<file path="config.mk">
export PLATFORM = sky130hd
export DESIGN_NAME = rom_dma_mc_ctrl
export DESIGN_NICKNAME = d
export VERILOG_FILES = /design/src/rtl/rom_dma_mc_ctrl.sv
export SDC_FILE = /design/constraint.sdc
export NUM_CORES = 1
export LEC_CHECK = 0
export CAP_MARGIN = 20
export CORE_ASPECT_RATIO = 1.1
export CORE_MARGIN = 5
export CORE_UTILIZATION = 55
export DETAILED_ROUTE_END_ITERATION = 12
export PLACE_DENSITY_LB_ADDON = 0.25
export SLEW_MARGIN = 10
export SYNTH_ARGS = -nofsm -noshare
export SYNTH_HDL_FRONTEND = slang
export SYNTH_SLANG_ARGS = --single-unit
export TNS_END_PERCENT = 5
</file>
<file path="constraint.sdc">
create_clock -name clk -period 6.32 [get_ports clk]
set_input_delay 1.264 -clock clk [delete_from_list [all_inputs] [get_ports clk]]
set_output_delay 1.264 -clock clk [all_outputs]
set_load 0.02 [all_outputs]
</file>
<file path="src/rtl/rom_dma_mc_ctrl.sv">
// Multi-channel ROM DMA: round-robin issue of one ROM read per cycle, tagged
// read pipeline, credit-protected output FIFO and per-channel completion.
module rom_dma_mc_ctrl #(
  parameter int NUM_CH         = 4,
  parameter int CH_W           = (NUM_CH > 1) ? $clog2(NUM_CH) : 1,
  parameter int ROM_ADDR_WIDTH = 12,
  parameter int ROM_DATA_WIDTH = 8,
  parameter int ROM_RD_LAT     = 2,
  parameter int FIFO_DEPTH     = 16
) (
  input  logic                      clk,
  input  logic                      reset_n,
  input  logic                      cfg_vld,
  input  logic [CH_W-1:0]           cfg_ch,
  input  logic [ROM_ADDR_WIDTH-1:0] cfg_base_addr,
  input  logic [ROM_ADDR_WIDTH:0]   cfg_num_bytes,
  output logic                      cfg_ready,
  output logic [ROM_ADDR_WIDTH-1:0] rom_rd_addr,
  output logic                      CE_bar,
  output logic                      OE_bar,
  output logic                      WE_bar,
  input  logic [ROM_DATA_WIDTH-1:0] rom_rd_data,
  output logic                      out_vld,
  output logic [ROM_DATA_WIDTH-1:0] out_data,
  output logic [CH_W-1:0]           out_ch,
  output logic                      out_last,
  input  logic                      out_ready,
  output logic [NUM_CH-1:0]         ch_busy,
  output logic [NUM_CH-1:0]         ch_done,
  output logic                      all_done
);
  localparam int AW    = ROM_ADDR_WIDTH;
  localparam int PTR_W = (FIFO_DEPTH > 1) ? $clog2(FIFO_DEPTH) : 1;
  localparam int CNT_W = PTR_W + 1;
  localparam int ENT_W = ROM_DATA_WIDTH + CH_W + 1;
  localparam logic [AW:0]   ONE_R = {{AW{1'b0}}, 1'b1};
  localparam logic [AW-1:0] ONE_A = {{(AW-1){1'b0}}, 1'b1};

  typedef enum logic [1:0] {CH_IDLE, CH_ISSUE, CH_DRAIN} ch_state_e;

  ch_state_e         state_q [NUM_CH];
  ch_state_e         state_d [NUM_CH];
  logic [AW-1:0]     base_q  [NUM_CH];
  logic [AW-1:0]     base_d  [NUM_CH];
  logic [AW-1:0]     offs_q  [NUM_CH];
  logic [AW-1:0]     offs_d  [NUM_CH];
  logic [AW:0]       rem_q   [NUM_CH];
  logic [AW:0]       rem_d   [NUM_CH];
  logic [NUM_CH-1:0] done_q, done_d, zl_q, zl_d, idle_vec;
  logic [CH_W-1:0]   last_gnt_q, last_gnt_d;
  logic [AW-1:0]     addr_q, addr_d;

  logic [ROM_RD_LAT-1:0] pv_q, pv_d, plast_q, plast_d;
  logic [CH_W-1:0]       pch_q [ROM_RD_LAT];
  logic [CH_W-1:0]       pch_d [ROM_RD_LAT];

  logic [ENT_W-1:0] fifo_mem [FIFO_DEPTH];
  logic [PTR_W-1:0] wr_ptr_q, wr_ptr_d, rd_ptr_q, rd_ptr_d;
  logic [CNT_W-1:0] cnt_q, cnt_d;

  logic            gnt, credit_ok, push, pop, cfg_acc;
  logic [CH_W-1:0] gnt_ch;
  logic [31:0]     occ;
  int              rr_c;

  for (genvar gi = 0; gi < NUM_CH; gi++) begin : g_ch
    assign idle_vec[gi] = (state_q[gi] == CH_IDLE);
    assign ch_busy[gi]  = ~idle_vec[gi];
  end

  assign cfg_ready = idle_vec[cfg_ch];
  assign cfg_acc   = cfg_vld & cfg_ready;
  assign out_vld   = (cnt_q != '0);
  assign pop       = out_vld & out_ready;
  assign push      = pv_q[ROM_RD_LAT-1];
  assign {out_data, out_ch, out_last} = fifo_mem[rd_ptr_q];

  // Credit counts every read still in the pipeline, so the FIFO can always absorb them.
  always_comb begin
    occ = 32'(cnt_q);
    for (int i = 0; i < ROM_RD_LAT; i++) occ = occ + 32'(pv_q[i]);
  end
  assign credit_ok = occ < 32'(FIFO_DEPTH);

  always_comb begin
    gnt    = 1'b0;
    gnt_ch = '0;
    rr_c   = 0;
    for (int i = 1; i <= NUM_CH; i++) begin
      rr_c = (int'(last_gnt_q) + i) % NUM_CH;
      if (!gnt && credit_ok && state_q[rr_c] == CH_ISSUE) begin
        gnt    = 1'b1;
        gnt_ch = CH_W'(rr_c);
      end
    end
  end

  always_comb begin
    for (int c = 0; c < NUM_CH; c++) begin
      state_d[c] = state_q[c];
      base_d[c]  = base_q[c];
      offs_d[c]  = offs_q[c];
      rem_d[c]   = rem_q[c];
    end
    done_d     = '0;
    zl_d       = '0;
    last_gnt_d = last_gnt_q;
    addr_d     = addr_q;
    if (cfg_acc) begin
      if (cfg_num_bytes == '0) begin
        done_d[cfg_ch] = 1'b1;
        zl_d[cfg_ch]   = 1'b1;
      end else begin
        state_d[cfg_ch] = CH_ISSUE;
        base_d[cfg_ch]  = cfg_base_addr;
        offs_d[cfg_ch]  = '0;
        rem_d[cfg_ch]   = cfg_num_bytes;
      end
    end
    if (gnt) begin
      addr_d          = base_q[gnt_ch] + offs_q[gnt_ch];
      offs_d[gnt_ch]  = offs_q[gnt_ch] + ONE_A;
      rem_d[gnt_ch]   = rem_q[gnt_ch] - ONE_R;
      last_gnt_d      = gnt_ch;
      if (rem_q[gnt_ch] == ONE_R) state_d[gnt_ch] = CH_DRAIN;
    end
    if (pop && out_last) begin
      state_d[out_ch] = CH_IDLE;
      done_d[out_ch]  = 1'b1;
    end
  end

  always_comb begin
    pv_d[0]    = gnt;
    pch_d[0]   = gnt_ch;
    plast_d[0] = gnt & (rem_q[gnt_ch] == ONE_R);
    for (int i = 1; i < ROM_RD_LAT; i++) begin
      pv_d[i]    = pv_q[i-1];
      pch_d[i]   = pch_q[i-1];
      plast_d[i] = plast_q[i-1];
    end
    wr_ptr_d = wr_ptr_q + PTR_W'(push);
    rd_ptr_d = rd_ptr_q + PTR_W'(pop);
    cnt_d    = cnt_q + CNT_W'(push) - CNT_W'(pop);
  end

  // Address output holds its last value between grants.
  assign rom_rd_addr = addr_d;
  assign CE_bar      = ~gnt;
  assign OE_bar      = ~gnt;
  assign WE_bar      = 1'b1;
  assign ch_done     = done_q;
  assign all_done    = ~|ch_busy & (cnt_q == '0) & ~|pv_q & ~|zl_q;

  always_ff @(posedge clk) begin
    if (push) fifo_mem[wr_ptr_q] <= {rom_rd_data, pch_q[ROM_RD_LAT-1], plast_q[ROM_RD_LAT-1]};
  end

  always_ff @(posedge clk) begin
    if (!reset_n) begin
      for (int c = 0; c < NUM_CH; c++) begin
        state_q[c] <= CH_IDLE;
        base_q[c]  <= '0;
        offs_q[c]  <= '0;
        rem_q[c]   <= '0;
      end
      for (int i = 0; i < ROM_RD_LAT; i++) pch_q[i] <= '0;
      done_q     <= '0;
      zl_q       <= '0;
      last_gnt_q <= '0;
      addr_q     <= '0;
      pv_q       <= '0;
      plast_q    <= '0;
      wr_ptr_q   <= '0;
      rd_ptr_q   <= '0;
      cnt_q      <= '0;
    end else begin
      for (int c = 0; c < NUM_CH; c++) begin
        state_q[c] <= state_d[c];
        base_q[c]  <= base_d[c];
        offs_q[c]  <= offs_d[c];
        rem_q[c]   <= rem_d[c];
      end
      for (int i = 0; i < ROM_RD_LAT; i++) pch_q[i] <= pch_d[i];
      done_q     <= done_d;
      zl_q       <= zl_d;
      last_gnt_q <= last_gnt_d;
      addr_q     <= addr_d;
      pv_q       <= pv_d;
      plast_q    <= plast_d;
      wr_ptr_q   <= wr_ptr_d;
      rd_ptr_q   <= rd_ptr_d;
      cnt_q      <= cnt_d;
    end
  end
endmodule

</file>
==> summary.log, run 1 <==
qor: die.rows 68
qor: critical_path.timing.reg2reg.setup_slack 2.05 ns
qor: flow_run.max-cap-violations 0
qor: die.initial_utilization 55.26%
qor: logic_synthesis.average_cell_area_after_synthesis 10.94 µm²
qor: logic_synthesis.number_of_register_bits_inferred_by_synthesis 377
qor: cells_and_area.area_growth 15.55%
qor: critical_path.crit_type reg2out
qor: sta.finalClockSkew 0.01734 ns
qor: placement.global_placement_routability_congestion 0.8521
qor: grt.grt_max_degree 81
qor: sta.timing_hold_violations_final 0
qor: die.die_boundary_height 195.5 µm
qor: logic_synthesis.netlist-cell-type-count 83
qor: clocking.clock-root-buffer clkbuf_16
qor: sta.period_minus_slack 6.128 ns
qor: detailed_routing.routed_wl 44,080 µm
qor: sta.worst_slack 0.1921 ns
qor: run_status.result_of_the_run complete, no violations
qor: clocking.htree_levels 2
qor: power_and_ir_drop.power_per_cell_area 401.2 nW/µm²
qor: clocking.clk_latency 0.53 ns
qor: detailed_routing.drt_iter0_drc 1,209
qor: grt.grt_pass1_wl 69,060 µm
qor: logic_synthesis.yosys.cell_count.top_type nand2_1
qor: detailed_routing.number_of_drc_violations_after_detailed_routing 0
qor: logic_synthesis.synth.yosys.seq_area_share 54.10%
qor: sta.final-max-slew-violation-count 0
qor: clocking.cts_max_path_buffers 3
qor: clocking.cts.sink_count 377
qor: placement.minimum_setup_slack_after_placement 0.1186 ns
qor: logic_synthesis.synth_common_cells nand2_1 (329), dfxtp_1 (201), edfxtp_1 (176)
qor: detailed_routing.detailedRoute.firstPassIterationCount 5
qor: clocking.tritoncts yes
qor: sta.final_min_period_over_clock_period 96.96%
qor: logic_synthesis.synth.largest_area_cell edfxtp_1
qor: logic_synthesis.synthesis.instances 1,573
qor: critical_path.timing.critical_path.fanout_max 7
qor: grt.all_layer_global_routing_usage 24.95%
qor: critical_path.rr_startpoint state_q[3][0]
qor: power_and_ir_drop.peakVddDrop 0.3375 mV
qor: detailed_routing.average_routed_wire_per_standard_cell 20.99 µm
qor: power_and_ir_drop.power.leakage 7.076 nW
qor: detailed_routing.ant_nets 0
qor: detailed_routing.vias 12,570
qor: detailed_routing.vias_per_cell 5.986
qor: sta.timing_worst_slew_pin_value 0.9176 ns
qor: grt.vias_in_the_first_global_route 12,500
qor: cells_and_area.nets 1,721
qor: clocking.cts_inserted_buffers 39
qor: grt.antenna_violations_before_repair 0
qor: cells_and_area.num_antenna_cells 0
qor: logic_synthesis.synth.net_count 1,642
qor: die.die-area 34,930 µm²
qor: logic_synthesis.ys.flop_type dfxtp_1
qor: grt.grt.overflow.total 0
qor: cells_and_area.final_util 63.85%
qor: clocking.cts_hold_buf 0
qor: logic_synthesis.async_reset_ff_share 0%
qor: critical_path.critical_path.endpoint_type primary output
qor: sta.slew_headroom 38.83%
qor: min_path.min_path_cells 1
qor: critical_path.worstPathRequired 5.06 ns
qor: critical_path.worst_setup_path_start_kind flop
qor: logic_synthesis.synthTopCellsByArea edfxtp_1 (31%), dfxtp_1 (23%), mux4_2 (7.6%), nand2_1 (7.2%), mux2i_1 (3.8%)
qor: min_path.whs_endpoint plast_q[1]
qor: placement.hpwl 27,970 µm
qor: sta.max_freq 163.2 MHz
qor: logic_synthesis.mappedNetlistArea 17,210 µm²
qor: die.die_w 178.7 µm
qor: placement.port_buffers 74
qor: clocking.clkTransAtPathRegs 0.06 ns
qor: logic_synthesis.synth_top_area_share 30.71%
qor: sta.finalSetupViolCount 0
qor: cells_and_area.drive_above_1_share 15.54%
qor: die.ioPinCount 76
qor: logic_synthesis.yosys_warnings 0
qor: die.floorplan.core_area 31,140 µm²
qor: critical_path.rr_endpoint addr_q[9]
qor: critical_path.timing.critical_path.arrival 4.86 ns
qor: min_path.classification_of_the_worst_slack_hold_path reg2reg
qor: critical_path.r2r.worst_path.cells 19
qor: logic_synthesis.synth_edf_count 176
qor: min_path.hold_start plast_q[0]
==> where the power goes <==
| part | switching [mW] | internal (mW) | total, mW |
|---|---|---|---|
| registers | 0.178 | 2.75 | 2.93 |
| clock network | 0.964 | 1.42 | 2.38 |
| logic | 1.53 | 1.14 | 2.67 |
| total | 2.67 | 5.31 | 7.98 |
==> metrics by stage <==
| stage | power [mW] | setup TNS [ns] | instance area, µm² | std cells | hold WS [ns] |
|---|---|---|---|---|---|
| 6_report | 7.977 | 0 | 19880 | 2100 | 0.4336 |
| 5_1_grt | 8.353 | -0.1558 | 19880 | 2100 | 0.4541 |
| 4_1_cts | 7.979 | 0 | 19830 | 2097 | 0.4349 |
| 3_5_place_dp | 5.592 | 0 | 18440 | 2023 | 0.4199 |
| 3_3_place_gp | 5.547 | 0 | 18420 | 2020 | 0.4149 |
| 2_1_floorplan | 4.792 | 0 | 17210 | 1573 | 0.4119 |
==> worst max path at each step <==
stage	start	cells past startpoint	end	slack (ns)
after CTS	state_q[3][0]	19	rom_rd_addr[11]	0.01
after global routing	state_q[2][1]	20	rom_rd_addr[9]	-0.06
after global placement	pv_q[1]	23	rom_rd_addr[10]	0.25
final	state_q[3][0]	14	rom_rd_addr[6]	0.19
after floorplan	pv_q[1]	26	rom_rd_addr[10]	0.14
after detailed placement	cnt_q[0]	23	rom_rd_addr[10]	0.12
==> final cells by class <==
| type | count | area [µm²] |
|---|---|---|
| fill | 2464 | 11260 |
| sequential | 377 | 9313 |
| multi-input combinational | 1082 | 7455 |
| timing repair buffer | 131 | 1164 |
| clock buffer | 52 | 1125 |
| tap | 420 | 525.5 |
| clock inverter | 17 | 219.0 |
| inverter | 21 | 82.58 |
==> metal layers <==
layer / global-route usage, % / wire length (µm) / vias to the layer above
li1: - / - / 5828
met1: 32.37 / 17710 / 6170
met2: 43.87 / 22820 / 474
met3: 3.020 / 2445 / 98
met4: 7.393 / 1102 / 0
met5: 0 / 0 / -
==> critical path, cell delays in order (launching register included) <==
cell and delay [ns]:
dfxtp_1 0.35, nor2b_2 0.19, mux4_2 0.50, a21boi_1 0.17
o221ai_4 0.33, buf_4 0.19, mux2i_1 0.35, ha_1 0.36
nor2b_1 0.16, o21ai_0 0.21, a21boi_1 0.12, o21ai_0 0.23
a21boi_1 0.12, o31ai_1 0.37, clkdlybuf4s50_1 0.69
==> cells in the final DEF, fill, tap and decap left out, drive strengths merged, types with 5 or more instances in the layout <==
cell type      count
buf               60
dfxtp            201
o31ai              5
a311oi            11
inv               21
nor4              10
a21oi            101
and3              11
edfxtp           176
xnor2             21
a211oi             7
or2                9
nor2             116
o21a               5
nor3              24
mux2              14
nor2b              8
mux4              58
nand2            331
mux2i             75
a221o             10
nor3b              8
clkdlybuf4s50     69
o21ai             53
nand3             34
nand4              5
o221ai             6
clkinv            11
clkbuf            52
nand2b             8
or3               15
a31oi             20
ha                28
and2              27
xor2              11
==> sequential cells by signal (all words and copies together) (netlist names), 5 cells and up, named ones only <==
register and cells:
fifo_mem 176, base_q 48, rem_q 52, addr_q 12, cnt_q 5, state_q 8, offs_q 48
==> cell families (layout without fill, tap and decap cells) <==
kind of cell / after synthesis / in the layout / synth area share (%)
buffers and inverters: 115 / 221 / 3.090
other: 1 / 1 / 0.02179
DFF: 377 / 377 / 54.10
xor gates and xnor gates: 32 / 32 / 1.629
muxes: 147 / 147 / 13.36
and+or+nand+nor: 619 / 620 / 16.28
AOI/OAI and AO/OA: 252 / 252 / 9.256
adders and majority gates: 30 / 30 / 2.269
==> what timing repair did <==
item | CTS | global route
endpoints found under the setup margin | 5 | 6
hold endpoints to repair | 0 | 0
gates cloned | 1 | 0
pin swaps | 2 | 6
gates resized for setup | 13 | 15
setup buffers | 4 | 2
Power figures use the tool's default switching activity.
==> run 2, diff against run 1 <==
--- a/config.mk
+++ b/config.mk
@@ -10,6 +10,7 @@
 export CORE_MARGIN = 5
 export CORE_UTILIZATION = 55
 export DETAILED_ROUTE_END_ITERATION = 12
+export GPL_TIMING_DRIVEN = 0
 export PLACE_DENSITY_LB_ADDON = 0.25
 export SLEW_MARGIN = 10
 export SYNTH_ARGS = -nofsm -noshare
==> run 2 against run 1 <==
  * Non-clock buffer count up 64
  * Sequential share of layout area down 1.0 points
  * Total power up 3.2%
  * Largest cell class unchanged
  * Highest routed layer unchanged
==> summary.log, run 2 (synthesis gave the netlist of run 1 again) <==
qor: grt.gr-max-usage-layer met2
qor: cells_and_area.postLayoutCellArea 20,330 µm² [+2.3%]
qor: grt.vias_in_the_first_global_route 13,040 [+4.3%]
qor: sta.period_minus_slack 6.230 ns [+0.1018 ns]
qor: grt.grt_pass1_wl 75,720 µm [+9.7%]
qor: grt.grt_max_degree 20 [-75%]
qor: clocking.htree_levels 2 [unchanged]
qor: die.rows 68 [unchanged]
qor: die.die_boundary_height 195.5 µm [unchanged]
qor: critical_path.crit_type reg2out
qor: detailed_routing.average_routed_wire_per_standard_cell 22.92 µm [+9.2%]
qor: sta.slew_headroom 25.87% [-13 points]
qor: detailed_routing.ant_nets 0 [unchanged]
qor: grt.met1_track_usage_gr 35.79% [+3.4 points]
qor: min_path.hold_start pch_q[0][0]
qor: cells_and_area.layout_commonest_cell nand2_1
qor: critical_path.timing.reg2reg.setup_slack 1.83 ns [-0.22 ns]
qor: die.die_w 178.7 µm [unchanged]
qor: grt.gr-usage-met3 4.492% [+1.5 points]
qor: placement.global_placement_routability_congestion 0.9464 [+11%]
qor: cells_and_area.drive_above_1_share 15.60% [+0.061 points]
qor: placement.post_dp_cell_area 18,600 µm² [+0.87%]
qor: sta.max_freq 160.5 MHz [-1.6%]
qor: critical_path.timing.critical_path.arrival 4.97 ns [+0.11 ns]
qor: critical_path.r2r.worst_path.cells 24 [+5]
qor: cells_and_area.largest_register_ffs 176 [unchanged]
qor: die.ioPinCount 76 [unchanged]
qor: cells_and_area.layout_top_registers fifo_mem (176), rem_q (52)
qor: critical_path.worstPathRequired 5.06 ns [about the same]
qor: min_path.min_path_cells 1 [unchanged]
qor: clocking.cts_hold_buf 0 [unchanged]
qor: power_and_ir_drop.power.leakage 7.241 nW [+2.3%]
qor: clocking.cts_max_path_buffers 3 [unchanged]
qor: die.initial_utilization 55.26% [unchanged]
qor: sta.final-max-slew-violation-count 0 [unchanged]
qor: grt.grt.overflow.total 0 [unchanged]
qor: detailed_routing.vias_per_cell 6.105 [+2.0%]
qor: sta.worst_slack 0.09028 ns [-0.1018 ns]
qor: die.floorplan.core_area 31,140 µm² [unchanged]
qor: min_path.classification_of_the_worst_slack_hold_path reg2reg
qor: critical_path.timing.critical_path.from state_q[3][0]
qor: clocking.tritoncts yes
qor: power_and_ir_drop.power_per_cell_area 404.8 nW/µm² [+0.90%]
qor: clocking.clock-root-buffer clkbuf_16
qor: sta.rsz0062_at_grt yes
qor: grt.all_layer_global_routing_usage 28.13% [+3.2 points]
qor: clocking.clkTransAtPathRegs 0.06 ns [about the same]
qor: sta.whs 0.4361 ns [+0.002542 ns]
qor: cells_and_area.final-instance-count-excl-fill 2,164 [+3.0%]
qor: placement.hpwl 33,310 µm [+19%]
qor: sta.final_min_period_over_clock_period 98.57% [+1.6 points]
qor: detailed_routing.detailedRoute.firstPassIterationCount 7 [+2]
qor: cells_and_area.nets 1,784 [+3.7%]
qor: critical_path.critical_path.endpoint_type primary output
qor: critical_path.rr_endpoint addr_q[10]
qor: sta.finalSetupViolCount 0 [unchanged]
qor: grt.antenna_violations_before_repair 0 [unchanged]
qor: cells_and_area.registers.top_by_ff_count fifo_mem
qor: placement.port_buffers 73 [-1.4%]
qor: cells_and_area.area_growth 18.17%
qor: detailed_routing.routed_wl 49,600 µm [+13%]
qor: cells_and_area.fillerInstances 2,408 [-2.3%]
qor: placement.minimum_setup_slack_after_placement -1.477 ns [-1.595 ns]
qor: die.die-area 34,930 µm² [unchanged]
qor: critical_path.worst_setup_path_start_kind flop
qor: run_status.result_of_the_run complete, no violations
qor: grt.global_route.usage.met2 47.91% [+4.0 points]
qor: placement.dp.cells 2,077 [+2.7%]
qor: flow_run.max-cap-violations 0 [unchanged]
qor: power_and_ir_drop.report.power.total 8.231 mW [+3.2%]
qor: detailed_routing.number_of_drc_violations_after_detailed_routing 0 [unchanged]
qor: clocking.cts_inserted_buffers 39 [unchanged]
qor: cells_and_area.final-seq-area 9318 µm² [about the same]
qor: clocking.clk_latency 0.54 ns [about the same]
qor: sta.timing_hold_violations_final 0 [unchanged]
qor: power_and_ir_drop.peakVddDrop 0.2363 mV [-30%]
qor: detailed_routing.vias 13,210 [+5.1%]
qor: cells_and_area.layout_common_cells nand2_1 (328), dfxtp_1 (196), edfxtp_1 (176)
qor: sta.finalClockSkew 0.02105 ns [+0.003714 ns]
qor: cells_and_area.multi_input_area 7536 µm² [+1.1%]
qor: min_path.whs_endpoint pch_q[0][2]
qor: cells_and_area.num_antenna_cells 0 [unchanged]
qor: critical_path.rr_startpoint state_q[3][0]
qor: critical_path.timing.critical_path.fanout_max 10 [+3]
qor: clocking.cts.sink_count 377 [unchanged]
qor: sta.timing_worst_slew_pin_value 1.108 ns [+0.1904 ns]
qor: detailed_routing.drt_iter0_drc 1,560 [+29%]
## run 2: per-layer routing
layer | wire [µm] | up-vias
li1 | - | 5975
met4 | 2317 | 0
met3 | 3946 | 148
met2 | 24700 | 666
met5 | 0 | -
met1 | 18640 | 6422
## run 2: how the worst max path moves through the flow
stage | depth (start not counted) | to | slack, ns
2_1_floorplan | 26 | rom_rd_addr[10] | 0.14
3_3_place_gp | 27 | rom_rd_addr[10] | -1.42
3_5_place_dp | 27 | rom_rd_addr[10] | -1.48
4_1_cts | 21 | rom_rd_addr[9] | 0.02
5_1_grt | 26 | rom_rd_addr[10] | -0.09
6_report | 25 | rom_rd_addr[10] | 0.09
## run 2: layout make-up
cell class	instances	share of cell area (%)
sequential	377	45.82
timing repair buffer	105	4.922
buffer	90	2.547
clock inverter	14	1.151
multi-input combinational	1081	37.06
inverter	21	0.4000
tap	420	2.584
clock buffer	56	5.513
## run 2: power by group
| part | internal (mW) | switching [mW] | leakage [nW] |
|---|---|---|---|
| Combinational | 1.23 | 1.72 | 3.36 |
| Clock | 1.45 | 0.955 | 0.666 |
| Sequential | 2.75 | 0.138 | 3.21 |
## run 2: through the flow
step / TNS (ns) / utilization [%]
2_1_floorplan: 0 / -
3_3_place_gp: -7.566 / 59.29
3_5_place_dp: -7.897 / 59.74
4_1_cts: 0 / 64.97
5_1_grt: -0.2276 / 65.30
6_report: 0 / 65.30
## run 2: timing repair
action / in CTS / in global routing
gates cloned: 0 / 0
setup endpoints to repair: 12 / 7
buffers inserted: 16 / 2
gates resized for setup: 65 / 27
pin swaps: 11 / 9
## run 2: critical path: stages (launching register included)
cell,delay [ns]
dfxtp_2,0.40
nor2b_4,0.23
a21oi_1,0.14
o31a_4,0.39
nor2_4,0.15
buf_12,0.14
buf_16,0.11
buf_12,0.13
buf_12,0.11
clkbuf_8,0.15
nand2_1,0.07
a31oi_2,0.18
ha_2,0.20
inv_1,0.05
fa_2,0.35
nor2b_2,0.15
o21ai_2,0.09
a21boi_2,0.18
o21ai_2,0.08
a21boi_2,0.16
o21a_1,0.14
nor2_2,0.05
o21a_1,0.20
or3_1,0.34
nand3_2,0.09
buf_6,0.12
